## src/rtl/usbfs_endp_rx_buf.sv

```systemverilog
// USB FS OUT-endpoint receive buffer: drains accepted packets from the packet store into a byte FIFO
// and streams them out with last/zlp markers. Optional zero-length-packet beats: USBFS_ENDP_RX_BUF_ZLP_EN.
module usbfs_endp_rx_buf #(
    parameter int MAX_PKT = 8,
    parameter int N_PKT   = 2
) (
    input  logic                        i_clk,
    input  logic                        i_rst,
    input  logic                        i_ready,
    output logic                        o_valid,
    output logic [7:0]                  o_data,
    output logic                        o_last,
    output logic                        o_zlp,
    input  logic                        i_halt,
    input  logic                        i_unhalt,
    output logic                        o_erStall,
    output logic                        o_erReady,
    input  logic                        i_erValid,
    input  logic [$clog2(MAX_PKT):0]    i_erRdNBytes,
    output logic                        o_erRdEn,
    output logic [$clog2(MAX_PKT)-1:0]  o_erRdIdx,
    input  logic [7:0]                  i_erRdByte
);
    localparam int DEPTH = N_PKT * MAX_PKT;
    localparam int IDX_W = $clog2(MAX_PKT);
    localparam int NB_W  = IDX_W + 1;
    localparam int PTR_W = $clog2(DEPTH);
    localparam int CNT_W = PTR_W + 1;
`ifdef USBFS_ENDP_RX_BUF_ZLP_EN
    localparam int ENT_W = 10;
`else
    localparam int ENT_W = 9;
`endif

    typedef enum logic [1:0] {ST_IDLE, ST_READ, ST_LAST} state_t;

    state_t             state_reg, state_next;
    logic [IDX_W-1:0]   rd_idx_reg, rd_idx_next;
    logic [NB_W-1:0]    n_reg, n_next;
    logic               halt_reg;
    logic               rd_en_d_reg, last_d_reg;
    logic [PTR_W-1:0]   wr_ptr_reg, rd_ptr_reg;
    logic [CNT_W-1:0]   cnt_reg;
    logic [ENT_W-1:0]   mem [DEPTH];

    logic               er_ready, er_accepted, rd_en, is_last_idx;
    logic               push, pop;
    logic [ENT_W-1:0]   push_entry, head;

    // Accept only when a whole maximum-size packet is guaranteed to fit.
    assign er_ready    = (state_reg == ST_IDLE) && !halt_reg && (cnt_reg <= CNT_W'(DEPTH - MAX_PKT));
    assign er_accepted = er_ready && i_erValid;
    assign is_last_idx = ({1'b0, rd_idx_reg} == (n_reg - NB_W'(1)));

    always_comb begin
        state_next  = state_reg;
        rd_idx_next = rd_idx_reg;
        n_next      = n_reg;
        rd_en       = 1'b0;
        case (state_reg)
            ST_IDLE: begin
                if (er_accepted) begin
                    n_next      = i_erRdNBytes;
                    rd_idx_next = '0;
                    if (i_erRdNBytes != '0) begin
                        state_next = ST_READ;
                    end else begin
`ifdef USBFS_ENDP_RX_BUF_ZLP_EN
                        state_next = ST_LAST;
`else
                        state_next = ST_IDLE;
`endif
                    end
                end
            end
            ST_READ: begin
                rd_en       = 1'b1;
                rd_idx_next = rd_idx_reg + IDX_W'(1);
                if (is_last_idx) begin
                    state_next = ST_LAST;
                end
            end
            ST_LAST: state_next = ST_IDLE;
            default: state_next = ST_IDLE;
        endcase
    end

    always_ff @(posedge i_clk) begin
        if (i_rst) begin
            state_reg   <= ST_IDLE;
            rd_idx_reg  <= '0;
            n_reg       <= '0;
            halt_reg    <= 1'b0;
            rd_en_d_reg <= 1'b0;
            last_d_reg  <= 1'b0;
        end else begin
            state_reg   <= state_next;
            rd_idx_reg  <= rd_idx_next;
            n_reg       <= n_next;
            halt_reg    <= i_halt | (halt_reg & ~i_unhalt);
            // Store read data arrives one cycle after the enable, so the push is delayed to match.
            rd_en_d_reg <= rd_en;
            last_d_reg  <= rd_en & is_last_idx;
        end
    end

`ifdef USBFS_ENDP_RX_BUF_ZLP_EN
    logic zlp_d_reg;

    always_ff @(posedge i_clk) begin
        if (i_rst) begin
            zlp_d_reg <= 1'b0;
        end else begin
            zlp_d_reg <= er_accepted && (i_erRdNBytes == '0);
        end
    end

    assign push       = rd_en_d_reg | zlp_d_reg;
    assign push_entry = zlp_d_reg ? {1'b1, 1'b1, 8'h00} : {1'b0, last_d_reg, i_erRdByte};
    assign o_zlp      = o_valid & head[9];
`else
    assign push       = rd_en_d_reg;
    assign push_entry = {last_d_reg, i_erRdByte};
    assign o_zlp      = 1'b0;
`endif

    assign pop = i_ready & o_valid;

    function automatic logic [PTR_W-1:0] ptr_inc(input logic [PTR_W-1:0] p);
        return (p == PTR_W'(DEPTH - 1)) ? '0 : p + PTR_W'(1);
    endfunction

    always_ff @(posedge i_clk) begin
        if (i_rst) begin
            wr_ptr_reg <= '0;
            rd_ptr_reg <= '0;
            cnt_reg    <= '0;
        end else begin
            if (push) begin
                wr_ptr_reg <= ptr_inc(wr_ptr_reg);
            end
            if (pop) begin
                rd_ptr_reg <= ptr_inc(rd_ptr_reg);
            end
            case ({push, pop})
                2'b10:   cnt_reg <= cnt_reg + CNT_W'(1);
                2'b01:   cnt_reg <= cnt_reg - CNT_W'(1);
                default: cnt_reg <= cnt_reg;
            endcase
        end
    end

    always_ff @(posedge i_clk) begin
        if (push) begin
            mem[wr_ptr_reg] <= push_entry;
        end
    end

    assign head = mem[rd_ptr_reg];

    assign o_valid   = (cnt_reg != '0);
    assign o_data    = o_valid ? head[7:0] : 8'h00;
    assign o_last    = o_valid & head[8];
    assign o_erStall = halt_reg;
    assign o_erReady = er_ready;
    assign o_erRdEn  = rd_en;
    assign o_erRdIdx = (state_reg == ST_READ) ? rd_idx_reg : '0;

    a_no_push_full: assert property (@(posedge i_clk) disable iff (i_rst)
        !(push && (cnt_reg == CNT_W'(DEPTH))));
    a_no_pop_empty: assert property (@(posedge i_clk) disable iff (i_rst)
        !(pop && (cnt_reg == '0)));

endmodule
```

## config.mk

```make
export PLATFORM = sky130hd
export DESIGN_NAME = usbfs_endp_rx_buf
export DESIGN_NICKNAME = d
export VERILOG_FILES = /design/src/rtl/usbfs_endp_rx_buf.sv
export SDC_FILE = /design/constraint.sdc
export NUM_CORES = 1
export LEC_CHECK = 0
export CAP_MARGIN = 20
export CORE_UTILIZATION = 60
export CTS_BUF_LIST = sky130_fd_sc_hd__clkbuf_4
export DETAILED_ROUTE_END_ITERATION = 8
export GPL_TIMING_DRIVEN = 1
export PLACE_DENSITY = 0.86
export REMOVE_ABC_BUFFERS = 1
export SYNTH_ARGS = -nofsm -noshare
export SYNTH_HDL_FRONTEND = slang
export SYNTH_SLANG_ARGS = --single-unit
```

## constraint.sdc

```tcl
create_clock -name i_clk -period 7.46 [get_ports i_clk]
set_input_delay 1.492 -clock i_clk [delete_from_list [all_inputs] [get_ports i_clk]]
set_output_delay 1.492 -clock i_clk [all_outputs]
set_load 0.03 [all_outputs]
```

==> metrics.md <==
| Metric | Value |
|---|---|
| Average wire per standard cell | `22.5 um` |
| Rows | `39` |
| Post-synth ARST share | `0` |
| Pwr dens | `320 nW/um2` |
| Syn Std Cell Area | `7040 um2` |
| DRC | `0` |
| Total Routing Usage GR | `0.245` |
| Crit Path Class | `register to output pin` |
| Status | `finished clean` |
| Layout overhead on the synthesized area | `11.2%` |
| Starting Density | `0.616` |
| Headroom to the max-slew limit | `0.385` |
| Clk sinks | `173` |
| Fillers | `732` |
| Port Buf Inserts | `33` |
| Multi-input logic area | `1980 um2` |
| Nets | `468` |
| Hold buffer count at CTS | `0` |
| IO Count | `35` |
| Remaining global-route overflow | `0` |
| Clock Latency Late Sink | `0.55 ns` |
| Yosys reg bits | `173` |
| Max clock buf depth | `2` |
| Hold Path Class | `register to register` |
| Main synth FF type | `edfxtp_1` |
| CTS tree | `yes` |
| Worst clock skew | `0.0184 ns` |
| DR pass1 iterations | `4` |
| Clock transition at path regs | `0.13 ns` |
| Post-CTS sizing | `0` |
| Fmax | `222 MHz` |
| First-pass GRT wire length | `20,300 um` |
| Ys Warns | `0` |
| Via count of the first global-routing pass | `3,691` |
| Minimum clock period | `4.51 ns` |
| Reg2Reg Depth | `10` |
| Commonest cells after routing, fill and taps aside | `edfxtp_1, mux4_2, clkdlybuf4s50_1` |
| Layout cells sized above 1 | `0.174` |
| Critical R2R Launch | `cnt_reg[1]` |
| Worst EP required | `5.97 ns` |
| Total number of vias | `3,766` |
| Hpwl dp | `8020 um` |
| Unrepaired setup endpoints after global routing | `false` |
| Routed Wire Length | `13,400 um` |
| Cells after Synth | `403` |
| Hold path cells | `2` |
| DR iter-0 viols | `290` |
| Final hold vios | `0` |
| DIE AREA | `12,200 um2` |
| Max_cap viols | `0` |
| Lkg Pwr | `0.00251 uW` |
| Htree depth | `4` |
| Largest net degree at the start of global routing | `37` |
| Routed Antenna Nets | `0` |
| Cell variety after synth | `48` |
| Core Region | `11,400 um2` |
| Most common cell after layout, fill and taps aside | `edfxtp_1` |
| Pins over their slew limit | `0` |
| Setup TNS | `0 ns` |
| Chip width | `110 um` |
| Post-synth EDFFs | `144` |
| Worst Path Arrival | `3.02 ns` |
| Worst flop-to-flop path endpoint | `cnt_reg[4]` |
| Endpoint class of the critical path | `output pin` |
| Placer Congestion | `0.791` |
| Ant diodes | `0` |
| Max FFs per register | `144` |
| Final setup vio count | `0` |
| Total power | `2510 uW` |
| Tcrit/Tclk final | `0.605` |
| Post-CTS Setup Bufs | `0` |
| CP Max Fanout | `36` |
| FF-to-FF setup slack | `4.45 ns` |
| Worst slew pin tran | `0.920 ns` |
| Vias per cell | `6.32` |
| Worst VDD drop | `0.228 mV` |
| Sequential Area | `4910 um2` |
| CP endpoint | `o_data[4]` |
| Post-synthesis sequential area ratio | `0.697` |
| Average size of a mapped cell | `17.5 um2` |
| Antenna violations before repair | `0` |
| Num CTS Buffers | `17` |
| Die H | `110 um` |
| Worst setup SP type | `register` |
| CTS Root Cell | `clkbuf_4` |
## stage by stage
stage               setup WS (ns)   util  instances  cell area, um2  hold WS [ns]
global placement             3.52  0.653        564            7450         0.483
finish                       2.95  0.685        596            7820         0.527
CTS                          2.85  0.685        596            7820         0.524
floorplan                    3.32      -        385            6920         0.463
global route                 2.70  0.685        596            7820         0.570
detailed placement           3.40  0.653        564            7450         0.492
## synthesized netlist by cell type (2+ instances only)
| cell | count | share of area |
|---|---|---|
| buf_6 | 3 | 0.0048 |
| or3_1 | 2 | 0.0018 |
| buf_2 | 2 | 0.0014 |
| nand2_1 | 10 | 0.0053 |
| nor2_1 | 16 | 0.0085 |
| xnor2_1 | 3 | 0.0037 |
| nand2b_1 | 2 | 0.0018 |
| mux4_2 | 36 | 0.12 |
| mux2i_1 | 24 | 0.034 |
| and2_1 | 19 | 0.017 |
| a211o_1 | 2 | 0.0025 |
| nor2b_1 | 2 | 0.0018 |
| o21ai_0 | 5 | 0.0036 |
| o22ai_1 | 8 | 0.0071 |
| xor2_1 | 7 | 0.0087 |
| clkbuf_1 | 6 | 0.0032 |
| buf_4 | 6 | 0.0064 |
| and3_1 | 3 | 0.0027 |
| nand3_1 | 5 | 0.0036 |
| dfxtp_1 | 29 | 0.083 |
| o211ai_1 | 2 | 0.0021 |
| ha_1 | 10 | 0.018 |
| nor4_1 | 2 | 0.0018 |
| a21oi_1 | 16 | 0.011 |
| edfxtp_1 | 144 | 0.61 |
| a31oi_1 | 2 | 0.0018 |
| inv_1 | 11 | 0.0059 |
| a311o_1 | 2 | 0.0028 |
| nor3_1 | 5 | 0.0036 |
## where the power goes
part	switching, uW	internal, uW
combinational	416	329
sequential	36.8	1080
clock	311	333
## routing by layer
metal  GRT usage  up-vias  part of all wire
met1       0.305     1926              0.40
li1            -     1663                 -
met4      0.0996        0             0.027
met3      0.0600       28             0.050
met5           0        -                 0
met2       0.412      149              0.52
## layout make-up
class | instances | area share
clock buffers | 17 | 0.0163
flip-flops and latches | 173 | 0.627
clock inverters | 15 | 0.0309
inverters | 11 | 0.00528
multi-input cells | 201 | 0.253
well taps | 143 | 0.0229
repair buffers | 36 | 0.0451
## worst max-delay path, cell delays in order, from the launching register on
cell             delay (ns)
dfxtp_2                0.34
buf_4                  0.56
mux4_2                 0.60
mux2i_1                0.22
o22ai_1                0.11
clkdlybuf4s50_1        0.61
## worst min path at each step
stage                        from            end  slack (ns)
floorplan                n_reg[3]       n_reg[3]        0.46
global placement         n_reg[3]       n_reg[3]        0.48
detailed placement       n_reg[3]       n_reg[3]        0.49
CTS                      n_reg[3]       n_reg[3]        0.52
global route        rd_idx_reg[1]  rd_idx_reg[1]        0.57
finish                   n_reg[3]       n_reg[3]        0.53
## cells by family (layout without fill, tap and decap cells)
family          count (synthesis)  in the layout  share of synthesized area
xor+xnor                       10             10                     0.0124
buf+inv                        29             79                     0.0222
simple gates                   75             75                     0.0580
fa+ha+maj                      10             10                     0.0178
flops                         173            173                      0.697
compound gates                 43             43                     0.0395
mux                            62             62                      0.153
other cells                     1              1                   0.000533
No activity file was read; power rests on OpenSTA's default activity.
